**src/rtl/ahb_pkg.sv**
```systemverilog
// Shared AHB encodings, arbiter state type and the burst-length decode.
package ahb_pkg;

  localparam int unsigned BEAT_W = 4;
  localparam int unsigned LEN_W  = 5;

  typedef enum logic [1:0] {
    HTRANS_IDLE   = 2'd0,
    HTRANS_BUSY   = 2'd1,
    HTRANS_NONSEQ = 2'd2,
    HTRANS_SEQ    = 2'd3
  } htrans_t;

  typedef enum logic [2:0] {
    HBURST_SINGLE = 3'd0,
    HBURST_INCR   = 3'd1,
    HBURST_WRAP4  = 3'd2,
    HBURST_INCR4  = 3'd3,
    HBURST_WRAP8  = 3'd4,
    HBURST_INCR8  = 3'd5,
    HBURST_WRAP16 = 3'd6,
    HBURST_INCR16 = 3'd7
  } hburst_t;

  typedef enum logic [1:0] {
    ST_ARB    = 2'd0,
    ST_BURST  = 2'd1,
    ST_LOCKED = 2'd2
  } arb_state_t;

  // Beat count of a fixed-length burst; 0 for SINGLE and undefined INCR.
  function automatic logic [LEN_W-1:0] burst_len(input logic [2:0] hburst);
    case (hburst)
      HBURST_WRAP4,  HBURST_INCR4:  burst_len = LEN_W'(4);
      HBURST_WRAP8,  HBURST_INCR8:  burst_len = LEN_W'(8);
      HBURST_WRAP16, HBURST_INCR16: burst_len = LEN_W'(16);
      default:                      burst_len = '0;
    endcase
  endfunction

endpackage

```
**src/rtl/ahb_bus_arbiter_if.sv**
```systemverilog
// Request/grant bundle between the bus masters, the muxed bus and the arbiter.
interface ahb_bus_arbiter_if #(
  parameter int unsigned NUM_MASTERS = 4
);
  localparam int unsigned MW = $clog2(NUM_MASTERS);

  logic [NUM_MASTERS-1:0] hbusreq;
  logic [NUM_MASTERS-1:0] hlock;
  logic [1:0]             htrans;
  logic [2:0]             hburst;
  logic                   hready;
  logic                   hresp;
  logic [NUM_MASTERS-1:0] hgrant;
  logic [MW-1:0]          hmaster;
  logic [MW-1:0]          hmaster_data;
  logic                   hmastlock;

  // Requesters and the muxed bus drive this side.
  modport master (
    output hbusreq, hlock, htrans, hburst, hready, hresp,
    input  hgrant, hmaster, hmaster_data, hmastlock
  );

  // The arbiter consumes requests and bus status and drives the selects.
  modport slave (
    input  hbusreq, hlock, htrans, hburst, hready, hresp,
    output hgrant, hmaster, hmaster_data, hmastlock
  );
endinterface

```
**src/rtl/ahb_rr_picker.sv**
```systemverilog
// Combinational round-robin selector: first requester at or after start, wrapping.
module ahb_rr_picker #(
  parameter int unsigned NUM_MASTERS = 4
) (
  input  logic [NUM_MASTERS-1:0]         req,
  input  logic [$clog2(NUM_MASTERS)-1:0] start,
  input  logic [$clog2(NUM_MASTERS)-1:0] dflt,
  output logic [$clog2(NUM_MASTERS)-1:0] winner
);
  localparam int unsigned MW = $clog2(NUM_MASTERS);

  logic          found;
  logic [MW-1:0] idx;

  always_comb begin
    winner = dflt;
    found  = 1'b0;
    idx    = '0;
    for (int unsigned i = 0; i < NUM_MASTERS; i++) begin
      idx = MW'((32'(start) + i) % NUM_MASTERS);
      if (!found && req[idx]) begin
        winner = idx;
        found  = 1'b1;
      end
    end
  end
endmodule

```
**src/rtl/ahb_bus_arbiter.sv**
```systemverilog
// AHB arbiter: round-robin grant with fixed-burst and locked-sequence protection.
module ahb_bus_arbiter
  import ahb_pkg::*;
#(
  parameter int unsigned NUM_MASTERS    = 4,
  parameter int unsigned DEFAULT_MASTER = 0
) (
  input  logic               hclk,
  input  logic               hreset,
  ahb_bus_arbiter_if.slave   bus
);
  localparam int unsigned   MW       = $clog2(NUM_MASTERS);
  localparam logic [MW-1:0] DEF_IDX  = MW'(DEFAULT_MASTER);
  localparam logic [MW-1:0] LAST_IDX = MW'(NUM_MASTERS - 1);

  arb_state_t             state, state_nxt;
  logic [BEAT_W-1:0]      beats, beats_nxt;
  logic                   rearb;
  arb_state_t             arb_state;
  logic [BEAT_W-1:0]      arb_beats;
  logic                   arb_rearb;
  htrans_t                trans;
  logic [LEN_W-1:0]       len;
  logic                   own_lock;
  logic                   own_req;
  logic [MW-1:0]          start_idx;
  logic [MW-1:0]          winner;
  logic [NUM_MASTERS-1:0] grant_nxt;
  logic [MW-1:0]          master_nxt;
  logic [MW-1:0]          master_data_nxt;
  logic                   mastlock_nxt;

  assign trans     = htrans_t'(bus.htrans);
  assign len       = burst_len(bus.hburst);
  assign own_lock  = bus.hlock[bus.hmaster];
  assign own_req   = bus.hbusreq[bus.hmaster];
  assign start_idx = (bus.hmaster == LAST_IDX) ? '0 : bus.hmaster + MW'(1);

  ahb_rr_picker #(.NUM_MASTERS(NUM_MASTERS)) u_picker (
    .req    (bus.hbusreq),
    .start  (start_idx),
    .dflt   (DEF_IDX),
    .winner (winner)
  );

  always_ff @(posedge hclk) begin
    if (hreset) begin
      state            <= ST_ARB;
      beats            <= '0;
      bus.hgrant       <= NUM_MASTERS'(1) << DEF_IDX;
      bus.hmaster      <= DEF_IDX;
      bus.hmaster_data <= DEF_IDX;
      bus.hmastlock    <= 1'b0;
    end else begin
      state            <= state_nxt;
      beats            <= beats_nxt;
      bus.hgrant       <= grant_nxt;
      bus.hmaster      <= master_nxt;
      bus.hmaster_data <= master_data_nxt;
      bus.hmastlock    <= mastlock_nxt;
    end
  end

  // Next state; arb_* is the outcome of the idle-bus rules, reused on early burst end.
  always_comb begin
    state_nxt = state;
    beats_nxt = beats;
    rearb     = 1'b0;
    arb_state = ST_ARB;
    arb_beats = beats;
    arb_rearb = 1'b0;

    if (trans == HTRANS_NONSEQ && len != '0) begin
      arb_state = ST_BURST;
      arb_beats = BEAT_W'(len - LEN_W'(1));
    end else if (own_lock) begin
      arb_state = ST_LOCKED;
    end else if (!(own_req && (trans == HTRANS_SEQ || trans == HTRANS_BUSY))) begin
      arb_rearb = 1'b1;
    end

    case (state)
      ST_ARB: begin
        if (bus.hready) begin
          state_nxt = arb_state;
          beats_nxt = arb_beats;
          rearb     = arb_rearb;
        end
      end
      ST_BURST: begin
        if (!bus.hready) begin
          if (bus.hresp) begin
            state_nxt = ST_ARB;
            beats_nxt = '0;
          end
        end else begin
          case (trans)
            HTRANS_SEQ: begin
              beats_nxt = beats - BEAT_W'(1);
              if (beats == BEAT_W'(1)) begin
                // A locked burst rolls straight into the locked sequence.
                if (own_lock) begin
                  state_nxt = ST_LOCKED;
                end else begin
                  state_nxt = ST_ARB;
                  rearb     = 1'b1;
                end
              end
            end
            HTRANS_BUSY: ;
            default: begin
              state_nxt = arb_state;
              beats_nxt = arb_beats;
              rearb     = arb_rearb;
            end
          endcase
        end
      end
      ST_LOCKED: begin
        if (bus.hready && !own_lock) begin
          state_nxt = ST_ARB;
          rearb     = 1'b1;
        end
      end
      default: begin
        state_nxt = ST_ARB;
        beats_nxt = '0;
      end
    endcase
  end

  // Next values of the registered selects; only accepted edges move them.
  always_comb begin
    grant_nxt       = bus.hgrant;
    master_nxt      = bus.hmaster;
    master_data_nxt = bus.hmaster_data;
    mastlock_nxt    = bus.hmastlock;
    if (bus.hready) begin
      master_data_nxt = bus.hmaster;
      if (rearb) begin
        master_nxt   = winner;
        grant_nxt    = NUM_MASTERS'(1) << winner;
        mastlock_nxt = bus.hlock[winner];
      end
    end
  end
endmodule

```
**src/flat_wrapper.sv**
```systemverilog
// flat-port wrapper written by rule: the top's interface ports become plain ports
module ahb_bus_arbiter_flat import ahb_pkg::*;
#(
  parameter int unsigned NUM_MASTERS    = 4,
  parameter int unsigned DEFAULT_MASTER = 0
)
  (hclk, hreset, bus_hbusreq, bus_hlock, bus_htrans, bus_hburst, bus_hready, bus_hresp, bus_hgrant, bus_hmaster, bus_hmaster_data, bus_hmastlock);
  ahb_bus_arbiter_if #(.NUM_MASTERS(NUM_MASTERS)) bus_i ();
  input  logic hclk;
  input  logic hreset;
  input wire logic [$bits(bus_i.hbusreq)-1:0] bus_hbusreq;
  input wire logic [$bits(bus_i.hlock)-1:0] bus_hlock;
  input wire logic [$bits(bus_i.htrans)-1:0] bus_htrans;
  input wire logic [$bits(bus_i.hburst)-1:0] bus_hburst;
  input wire logic [$bits(bus_i.hready)-1:0] bus_hready;
  input wire logic [$bits(bus_i.hresp)-1:0] bus_hresp;
  output wire logic [$bits(bus_i.hgrant)-1:0] bus_hgrant;
  output wire logic [$bits(bus_i.hmaster)-1:0] bus_hmaster;
  output wire logic [$bits(bus_i.hmaster_data)-1:0] bus_hmaster_data;
  output wire logic [$bits(bus_i.hmastlock)-1:0] bus_hmastlock;
  assign bus_i.hbusreq = bus_hbusreq;
  assign bus_i.hlock = bus_hlock;
  assign bus_i.htrans = bus_htrans;
  assign bus_i.hburst = bus_hburst;
  assign bus_i.hready = bus_hready;
  assign bus_i.hresp = bus_hresp;
  assign bus_hgrant = bus_i.hgrant;
  assign bus_hmaster = bus_i.hmaster;
  assign bus_hmaster_data = bus_i.hmaster_data;
  assign bus_hmastlock = bus_i.hmastlock;
  ahb_bus_arbiter #(.NUM_MASTERS(NUM_MASTERS), .DEFAULT_MASTER(DEFAULT_MASTER)) u_core (.hclk(hclk), .hreset(hreset), .bus(bus_i));
endmodule
```
**config.mk**
```make
export PLATFORM = sky130hd
export DESIGN_NAME = ahb_bus_arbiter_flat
export DESIGN_NICKNAME = d
export VERILOG_FILES = /design/src/rtl/ahb_pkg.sv /design/src/rtl/ahb_bus_arbiter_if.sv /design/src/rtl/ahb_rr_picker.sv /design/src/rtl/ahb_bus_arbiter.sv /design/src/flat_wrapper.sv
export SDC_FILE = /design/constraint.sdc
export NUM_CORES = 1
export LEC_CHECK = 0
export CAP_MARGIN = 25
export CELL_PAD_IN_SITES_DETAIL_PLACEMENT = 1
export CELL_PAD_IN_SITES_GLOBAL_PLACEMENT = 2
export CORE_AREA = 5 5 78 66
export DETAILED_ROUTE_END_ITERATION = 8
export DIE_AREA = 0 0 83 71
export HOLD_SLACK_MARGIN = 0.03
export PLACE_DENSITY = 0.8
export RECOVER_POWER = 50
export SKIP_LAST_GASP = 1
export SLEW_MARGIN = 20
export SYNTH_ARGS = -nofsm -noshare
export SYNTH_HDL_FRONTEND = slang
export SYNTH_SLANG_ARGS = --single-unit
```
**constraint.sdc**
```tcl
create_clock -name hclk -period 2.6 [get_ports hclk]
set_input_delay 0.26 -clock hclk [delete_from_list [all_inputs] [get_ports hclk]]
set_output_delay 0.26 -clock hclk [all_outputs]
set_load 0.1 [all_outputs]
```
# Word-level counts from Yosys, hierarchy flattened
# Cells that the tools add are included.
dict set report word_totals {
  mem_bits_ro 0
  wordCells 105
  n_memories 0
  latch_bits 0
  reg_bits 15
  inputBits 17
  ram_bits 0
}
dict set report classes {
  n_reduce_logical 19
  n_lt_le_gt_ge 6
  n_div 0
  eq_ne 18
  n_mux 48
  addsub 6
  n_shift 1
  n_mul 0
  bitwise_logic 1
}
# operator count
set op_table {}
lappend op_table {{$mux 2} 12}
lappend op_table {{$lt 2x3->1 const B} 6}
lappend op_table {{$mux 1} 18}
lappend op_table {{$mux 4} 4}
lappend op_table {{$pmux 5 s3} 1}
lappend op_table {{$bmux 1 s2} 7}
lappend op_table {{$eq 3x3->1 const B} 4}
lappend op_table {{$pmux 4 s3} 1}
lappend op_table {{$eq 2x2->1 const B} 4}
lappend op_table {{$pmux 4 s2} 1}
lappend op_table {{$sub 4x1->4 const B} 2}
lappend op_table {{$eq 3x2->1 const B} 2}
lappend op_table {{$logic_and 1x1->1} 6}
lappend op_table {{$ne 3x3->1 const B} 2}
lappend op_table {{$pmux 2 s3} 1}
lappend op_table {{$reduce_or 2->1} 3}
lappend op_table {{$reduce_and 5->1} 1}
lappend op_table {{$reduce_bool 5->1} 1}
lappend op_table {{$add 2x1->2 const B} 2}
lappend op_table {{$add 2x2->2 const B} 2}
lappend op_table {{$eq 2x1->1 const B} 2}
lappend op_table {{$eq 4x1->1 const B} 1}
lappend op_table {{$logic_not 1->1} 4}
lappend op_table {{$ne 4x4->1 const B} 1}
lappend op_table {{other kinds (11)} 11}

# Logic depth before layout (Yosys ltp)
# Gate-level depths: netlist (run 1).
dict set report logic_depth {
  word_depth 16
  ltp_mapped 9
  depth_no_buf 7
}

# By module
# Synthesis (run 1) repeated with hierarchy kept, for this count alone.
dict set report unflattened {
  cells_unflattened 172
  area_unflattened_um2 1387.6
}
# module cells_per_inst seq_area_each_um2 area_per_inst_um2 n_inst
set modules_own_cells {}
lappend modules_own_cells {ahb_bus_arbiter 124 300.3 1047.3 1}
lappend modules_own_cells {ahb_rr_picker 48 0.0 340.3 1}

# Worst setup path after synthesis (run 1)
# No wires, ideal clock.
dict set report synth_timing {
  path_type {register -> register}
  startpoint {register u_core.bus.hmaster[0]}
  endpoint {register u_core.bus.hmastlock}
  required_time_ns 2.521
  setup_slack_ns -0.426
  setup_ns 0.079
  arrival_ns 2.947
  path_stages_with_launch 8
  path_buffers 2
  cell_sequence {dfxtp_1 > clkbuf_1 > mux4_1 > or3_1 > a31o_1 > buf_6 > or4_1 > o221ai_2}
}
dict set report synth_via {
  elab_chain_cells 16
  elab_cells_between_ends 47
  cone_classes {4 x add/sub; 1 x eq/ne; 32 x mux; 10 x reduce/logical}
}
# item line_no
set synth_lines {}
lappend synth_lines {{start: declaration} ahb_bus_arbiter_if.sv:27} ;# output hgrant, hmaster, hmaster_data, hmastlock
lappend synth_lines {{start signal: assignment} ahb_bus_arbiter.sv:58} ;# bus.hmaster <= master_nxt;
lappend synth_lines {{branches (longest 16 deep; another with $add 2x1->2)} -}
lappend synth_lines {{end signal: assignment} ahb_bus_arbiter.sv:60} ;# bus.hmastlock <= mastlock_nxt;
lappend synth_lines {{end: declaration} ahb_bus_arbiter_if.sv:27}
# Several ways; the timed one is not identified. The select of a mux whose other input is x is not followed.
# A chain may end at the register's enable or synchronous reset.

# Worst setup path after layout (run 1)
# Ends and elaborated chain as after synthesis.

==> summary.md, run 1 <==
| Metric | Value |
|---|---|
| CP max FO | `13` |
| WP data arrival | `2.50 ns` |
| Number of port buffers | `24` |
| Area of the mapped netlist | `1190 um2` |
| Syn_area_per_cell | `8.21 um2` |
| Leakage power | `0.590 nW` |
| Syn_nets | `167` |
| Most heavily used metal layer in global routing | `met2` |
| Switching share of power | `39.2%` |
| Share of cells above drive strength 1 | `14.8%` |
| Flops & latches, synth | `15` |
| Cell internal pwr | `0.000484 W` |
| CTS Root Cell | `clkbuf_8` |
| GRT Util Overall | `12.4%` |
| Final Hold Vio Count | `0` |
| Clk_lat worst skew | `0.24 ns` |
| Synth Area in XOR/XNOR | `0.736%` |
| Largest family of logic cells by synthesized area | `compound AO/OA/AOI/OAI gates` |
| Vias per cell | `5.17` |
| Met2 Track Usage GR | `20.6%` |
| Non-filler cells, final | `236` |
| P_sw | `0.000311 W` |
| First-pass GRT wire length | `6150 um` |
| Wire per inst | `15.0 um` |
| Post-synthesis sequential area ratio | `25.2%` |
| Power share of the sequential group | `34.5%` |
| Critical path class | `flop to flop` |
| Reg clk slew, reported paths | `0.06 ns` |
| Resized cells post-CTS | `0` |
| DRT Pass-1 Iters | `4` |
| Cell variety after synth | `43` |
| Die Footprint | `5890 um2` |
| DR iter-0 viols | `21` |
| Met3 GRT Util | `3.38%` |
| # hold bufs at CTS | `0` |
| YS warnings | `0` |
| Logic pwr share | `42.6%` |
| Crit share post-route | `91.6%` |
| Worst Setup Start Kind | `flop` |
| H-Tree Depth | `1` |
| Post-placement cell count | `232` |
| Clock sink total | `15` |
| Simple-gate area share of the yosys netlist | `24.5%` |
| Global routing usage on met1 | `16.6%` |
| Synth area leader | `dfxtp_1` |
| Clock Power Share | `22.9%` |
| Area share of fa/ha/maj cells after synthesis | `5.26%` |
| CTS tree | `built` |
| Outcome | `finished clean` |
| Routability cong. | `0.759` |
| Largest net degree at the start of global routing | `14` |
| Prevailing post-synth register cell | `dfxtp_1` |
| HP Class | `flop to flop` |
| Nets@finish | `199` |
| Grt ovf | `0` |
| Final Max Tran Viols | `0` |
| Area added between synthesis and finish | `29.7%` |
| Cell Pwr Density | `515 nW/um2` |
| Core region area | `4350 um2` |
| Final antenna-violating net count | `0` |
| Vias in the first global route | `1,280` |
| Worst Path Required | `2.72 ns` |
| Initial Util | `27.4%` |
| Fin Setup TNS | `0 ns` |
| WL final | `3550 um` |
| Num ports | `26` |
| Min Tclk post-route | `2.38 ns` |
| Share of synthesized registers carrying an async set or reset | `0%` |
| Initial antenna violation count | `0` |
| CTS buffer count | `3` |
| Setup bufs post-CTS | `0` |
| Antenna Cells | `0` |
| Mux contribution to synthesized area | `12.7%` |
| HPWL after detailed placement | `2940 um` |
| EDFF count, synth | `0` |
| Slew @ Worst Pin | `1.17 ns` |
| DIE WIDTH | `83 um` |
| Synth Area in Compound Gates | `25.6%` |
| RSZ-0062 raised after global routing | `no` |
| Max clock buf depth | `2` |
| Post-Route Skew | `0.000693 ns` |
| Cell Rows | `22` |
| VDD IR max | `0.300 mV` |
| Setup Viol. Count Final | `0` |
| Synth area leaders | `dfxtp_1 (25%), mux2i_1 (6.7%), a21oi_1 (5.5%)` |
| Residual DRC | `0` |
| Max-Cap Viols | `0` |
| FMAX | `420 MHz` |
| Cells after synthesis | `145` |
| Crit end category | `flop` |
| Slew headroom | `22.4%` |
| Synth top area share | `25.2%` |
| Vias | `1,221` |
| Die H | `71 um` |
sequential cells by signal, indices dropped and copies added (netlist names):
signal and flops:
u_core.bus.hmaster 2, u_core.bus.hmaster_data 2, u_core.beats 4, u_core.bus.hgrant 4, u_core.bus.hmastlock 1, u_core.state 2
critical path, cell delays in order, from the launching register on:
cell      delay, ns
dfxtp_4        0.40
ha_1           0.51
mux4_2         0.57
a31oi_1        0.25
buf_4          0.18
mux2i_1        0.23
o221ai_2       0.12
metal layers:
layer | wire length (um) | vias to the layer above
li1 | - | 597
met1 | 1710 | 600
met2 | 1680 | 22
met3 | 141 | 2
met4 | 9 | 0
met5 | 0 | -
power by group through the flow:
stage          Sequential (W)  Combinational, W  Clock, W
2_1_floorplan        0.000347          0.000171         0
3_3_place_gp         0.000278          0.000340         0
3_5_place_dp         0.000279          0.000350         0
4_1_cts              0.000275          0.000351  0.000191
5_1_grt              0.000278          0.000366  0.000206
6_report             0.000274          0.000339  0.000182
synth_stat cells (all sizes together), types with 3 or more instances:
master  instances
inv             6
o211ai          5
o21ai           5
mux2i           8
nand2b          7
a21oi          13
nor2b           5
ha              5
nor2           12
nor3            5
mux4            3
a31oi           3
dfxtp          15
nand2           9
clkbuf          7
stage by stage:
stage / utilization, % / area (um2) / power [W] / setup WS, ns / hold WS (ns)
floorplan: - / 1200 / 0.000518 / 0.0581 / 0.329
global placement: 35.2 / 1530 / 0.000617 / 0.0650 / 0.444
detailed placement: 35.2 / 1530 / 0.000630 / 0.0313 / 0.452
CTS: 36.2 / 1580 / 0.000817 / 0.215 / 0.463
global route: 35.5 / 1540 / 0.000849 / 0.0898 / 0.493
finish: 35.5 / 1540 / 0.000795 / 0.217 / 0.454
logic make-up after synthesis:
group           count (synthesis)
simple gates                   54
compound gates                 44
fa+ha+maj                       5
mux                            11
xor+xnor                        1
buf+inv                        15
flops                          15
area by class of cell:
class | count | area (um2)
clock buffers | 4 | 45.0
well taps | 60 | 75.1
multi-input cells | 115 | 818
flip-flops and latches | 15 | 308
repair buffers | 36 | 274
fillers | 552 | 2810
inverters | 6 | 22.5
placed cells by master (no fill, tap or decap), types with 3 or more instances in the layout:
cell              n
a21oi_1          13
a31oi_1           3
buf_4            12
clkbuf_1         10
clkbuf_8          3
clkdlybuf4s50_1  14
dfxtp_1          13
ha_1              5
inv_1             6
mux2i_1           8
nand2_1           9
nand2b_1          7
nor2_1           12
nor2b_1           5
nor3_1            5
o211ai_1          5
o21ai_0           5
final timing paths:
check             slack [ns]              endpoint  cells after the start                   from
hold reg to reg         0.45  u_core.bus.hgrant[1]                      2   u_core.bus.hgrant[1]
hold / removal          0.45  u_core.bus.hgrant[1]                      2   u_core.bus.hgrant[1]
setup / recovery        0.22  u_core.bus.hmastlock                      6  u_core.bus.hmaster[0]
setup reg to reg        0.22  u_core.bus.hmastlock                      6  u_core.bus.hmaster[0]
(Power assumes the default switching activity.)
==> run 2: changes to the inputs <==
--- a/config.mk
+++ b/config.mk
@@ -15,7 +15,7 @@
 export PLACE_DENSITY = 0.8
 export RECOVER_POWER = 50
 export SKIP_LAST_GASP = 1
-export SLEW_MARGIN = 20
+export SLEW_MARGIN = 10
 export SYNTH_ARGS = -nofsm -noshare
 export SYNTH_HDL_FRONTEND = slang
 export SYNTH_SLANG_ARGS = --single-unit
==> results of run 2 <==
No change in the layout: final DEF, timing and power equal those of run 1.
==> run 3: changes to the inputs <==
--- a/config.mk
+++ b/config.mk
@@ -6,11 +6,11 @@
 export NUM_CORES = 1
 export LEC_CHECK = 0
 export CAP_MARGIN = 25
-export CELL_PAD_IN_SITES_DETAIL_PLACEMENT = 1
-export CELL_PAD_IN_SITES_GLOBAL_PLACEMENT = 2
-export CORE_AREA = 5 5 78 66
+export CELL_PAD_IN_SITES_DETAIL_PLACEMENT = 0
+export CELL_PAD_IN_SITES_GLOBAL_PLACEMENT = 1
+export CORE_AREA = 5 5 74 63
 export DETAILED_ROUTE_END_ITERATION = 8
-export DIE_AREA = 0 0 83 71
+export DIE_AREA = 0 0 79 68
 export HOLD_SLACK_MARGIN = 0.03
 export PLACE_DENSITY = 0.8
 export RECOVER_POWER = 50
@@ -18,4 +18,5 @@
 export SLEW_MARGIN = 10
 export SYNTH_ARGS = -nofsm -noshare
 export SYNTH_HDL_FRONTEND = slang
+export SYNTH_HIERARCHICAL = 1
 export SYNTH_SLANG_ARGS = --single-unit
==> summary.md, run 3 <==
| Metric | Value |
|---|---|
| Outcome | `finished clean` |
| DRT Pass-1 Iters | `4` |
| CTS tree | `built` |
| Final Max Tran Viols | `0` |
| Wire per inst | `14.5 um` |
| HP Class | `flop to flop` |
| Synth area leader | `dfxtp_1` |
| Power share of the sequential group | `31.0%` |
| Grt ovf | `0` |
| Number of port buffers | `24` |
| Vias in the first global route | `1,320` |
| Global routing usage on met1 | `18.0%` |
| CP delay by family, top | `multiplexers` |
| Cell Pwr Density | `530 nW/um2` |
| Pre-CTS setup slack | `0.118 ns` |
| Share of synthesized registers carrying an async set or reset | `0%` |
| Reg clk slew, reported paths | `0.07 ns` |
| Buf/Inv on CP | `1` |
| CTS buffer count | `3` |
| Resized cells post-CTS | `0` |
| Share of cells above drive strength 1 | `16.3%` |
| Routability cong. | `0.852` |
| Switching share of power | `42.1%` |
| DIE WIDTH | `79 um` |
| Worst Setup Start Kind | `flop` |
| FILL cells | `399` |
| Clk_lat worst skew | `0.25 ns` |
| Crit share post-route | `94.1%` |
| Setup bufs post-CTS | `0` |
| Clock sink total | `15` |
| Leakage power | `0.709 nW` |
| Clock Power Share | `21.8%` |
| Syn_area_per_cell | `8.07 um2` |
| Crit path max-delay cell type | `mux4_2` |
| Hold path depth | `2` |
| WP data arrival | `2.59 ns` |
| Flops & latches, synth | `15` |
| Worst-path cell chain | `ha_1 > inv_1 > nor3b_1 > o22ai_1 > a32oi_2 > mux4_2 > mux2i_1 > nor2_1` |
| Worst R2R Path Depth | `8` |
| WL final | `3600 um` |
| Vias | `1,398` |
| # hold bufs at CTS | `0` |
| Met2 Track Usage GR | `24.5%` |
| Antenna Cells | `0` |
| EDFF count, synth | `0` |
| CP max FO | `10` |
| First-pass GRT wire length | `6120 um` |
| Crit end category | `flop` |
| Cells after synthesis | `172` |
| Nets@finish | `224` |
| Initial antenna violation count | `0` |
| Worst path depth | `8` |
| Met3 GRT Util | `4.34%` |
| Initial Util | `35.4%` |
| Cell variety after synth | `58` |
| Cell Rows | `21` |
| Largest net degree at the start of global routing | `18` |
| Post-synthesis sequential area ratio | `21.6%` |
| Area added between synthesis and finish | `23.8%` |
| Largest stage delay on the critical path | `0.52 ns` |
| Post-Route Skew | `0.00697 ns` |
| Die H | `68 um` |
| Regs by FF count | `u_core/beats x4, u_core/bus.hgrant x4` |
| Prevailing post-synth register cell | `dfxtp_1` |
| Slew @ Worst Pin | `1.18 ns` |
| Synth area leaders | `dfxtp_1 (22%), mux2i_1 (5.8%), a21oi_1 (4.7%)` |
| Min Tclk post-route | `2.45 ns` |
| CTS Root Cell | `clkbuf_8` |
| Most frequent cells in the layout | `clkdlybuf4s50_1 (14), nor2_1 (14), nand2_1 (14), a21oi_1 (13), dfxtp_1 (13)` |
| Cell internal pwr | `0.000527 W` |
| RSZ-0062 raised after global routing | `no` |
| Most heavily used metal layer in global routing | `met2` |
| YS warnings | `6` |
| Slew headroom | `21.6%` |
| Setup Viol. Count Final | `0` |
| GRT Util Overall | `14.1%` |
| Critical path class | `flop to flop` |
| HPWL after detailed placement | `2790 um` |
| Max clock buf depth | `2` |
| Num ports | `26` |
| Final setup margin | `0.155 ns` |
| FMAX | `409 MHz` |
| Final core occ | `43.9%` |
| P_sw | `0.000383 W` |
| DR iter-0 viols | `62` |
| Die Footprint | `5370 um2` |
| Reg-to-reg setup timing slack | `0.15 ns` |
| Synth top area share | `21.6%` |
| Residual DRC | `0` |
| Final Hold Vio Count | `0` |
| Area of the mapped netlist | `1390 um2` |
| Logic pwr share | `47.2%` |
| Fin Setup TNS | `0 ns` |
| Top cells by count, synth | `dfxtp_1 (15), nor2_1 (15), nand2_1 (14)` |
| Max-Cap Viols | `0` |
| Placed instance area | `1710 um2` |
| Final hold slack | `0.466 ns` |
| Final Cell Area | `1720 um2` |
| H-Tree Depth | `1` |
| Final antenna-violating net count | `0` |
| Worst Path Required | `2.75 ns` |
| Vias per cell | `5.64` |
| Core region area | `3920 um2` |
| VDD IR max | `0.466 mV` |
[run 3: worst reg2reg max path: cells and delay by family (launching register included)]
| kind | cells | cell delay (ns) |
|---|---|---|
| muxes | 2 | 0.66 |
| adders and majority gates | 1 | 0.48 |
| DFF | 1 | 0.38 |
| and+or+nand+nor | 2 | 0.26 |
| AOI/OAI and AO/OA | 2 | 0.39 |
| buffers and inverters | 1 | 0.15 |
[run 3: area by class of cell]
class	count	area (um2)	share of cell area [%]
multi-input combinational	137	996	58.0
timing repair buffer	36	270	15.7
clock inverter	1	7.51	0.437
clock buffer	3	41.3	2.40
sequential	15	308	17.9
inverter	10	37.5	2.18
tap	46	57.6	3.35
[run 3: kinds of logic (layout without fill, tap and decap cells)]
family                     Yosys count  in the layout  share of synthesized area (%)
and+or+nand+nor                     62             62                           23.6
other                                1              4                          0.270
buffers and inverters               23             50                           8.11
muxes                               13             13                           12.8
adders and majority gates            4              4                           3.61
DFF                                 15             15                           21.6
AOI/OAI and AO/OA                   54             54                           29.9
[run 3: power groups by stage]
| stage | sequential [W] | clock (W) | combinational [W] |
|---|---|---|---|
| after detailed placement | 0.000287 | 0 | 0.000439 |
| after global routing | 0.000286 | 0.000215 | 0.000466 |
| after global placement | 0.000286 | 0 | 0.000429 |
| after CTS | 0.000282 | 0.000204 | 0.000441 |
| after floorplan | 0.000359 | 0 | 0.000257 |
| final | 0.000282 | 0.000198 | 0.000430 |
[run 3: routing by layer]
metal	routed length [um]	part of all wire, %
met2	1660	46
met5	0	0
met4	15	0.42
met3	249	6.9
met1	1680	47
[run 3: metrics by stage]
| stage | cells | power [W] |
|---|---|---|
| detailed placement | 244 | 0.000726 |
| global placement | 244 | 0.000715 |
| global route | 248 | 0.000967 |
| floorplan | 175 | 0.000616 |
| CTS | 248 | 0.000927 |
| finish | 248 | 0.000910 |
[run 3: path summary, 6_finish.rpt]
path / from / to
setup / recovery: u_core/bus.hmaster[0] / u_core/bus.hmastlock
setup reg to reg: u_core/bus.hmaster[0] / u_core/bus.hmastlock
hold reg to reg: u_core/bus.hgrant[1] / u_core/bus.hgrant[1]
hold / removal: u_core/bus.hgrant[1] / u_core/bus.hgrant[1]
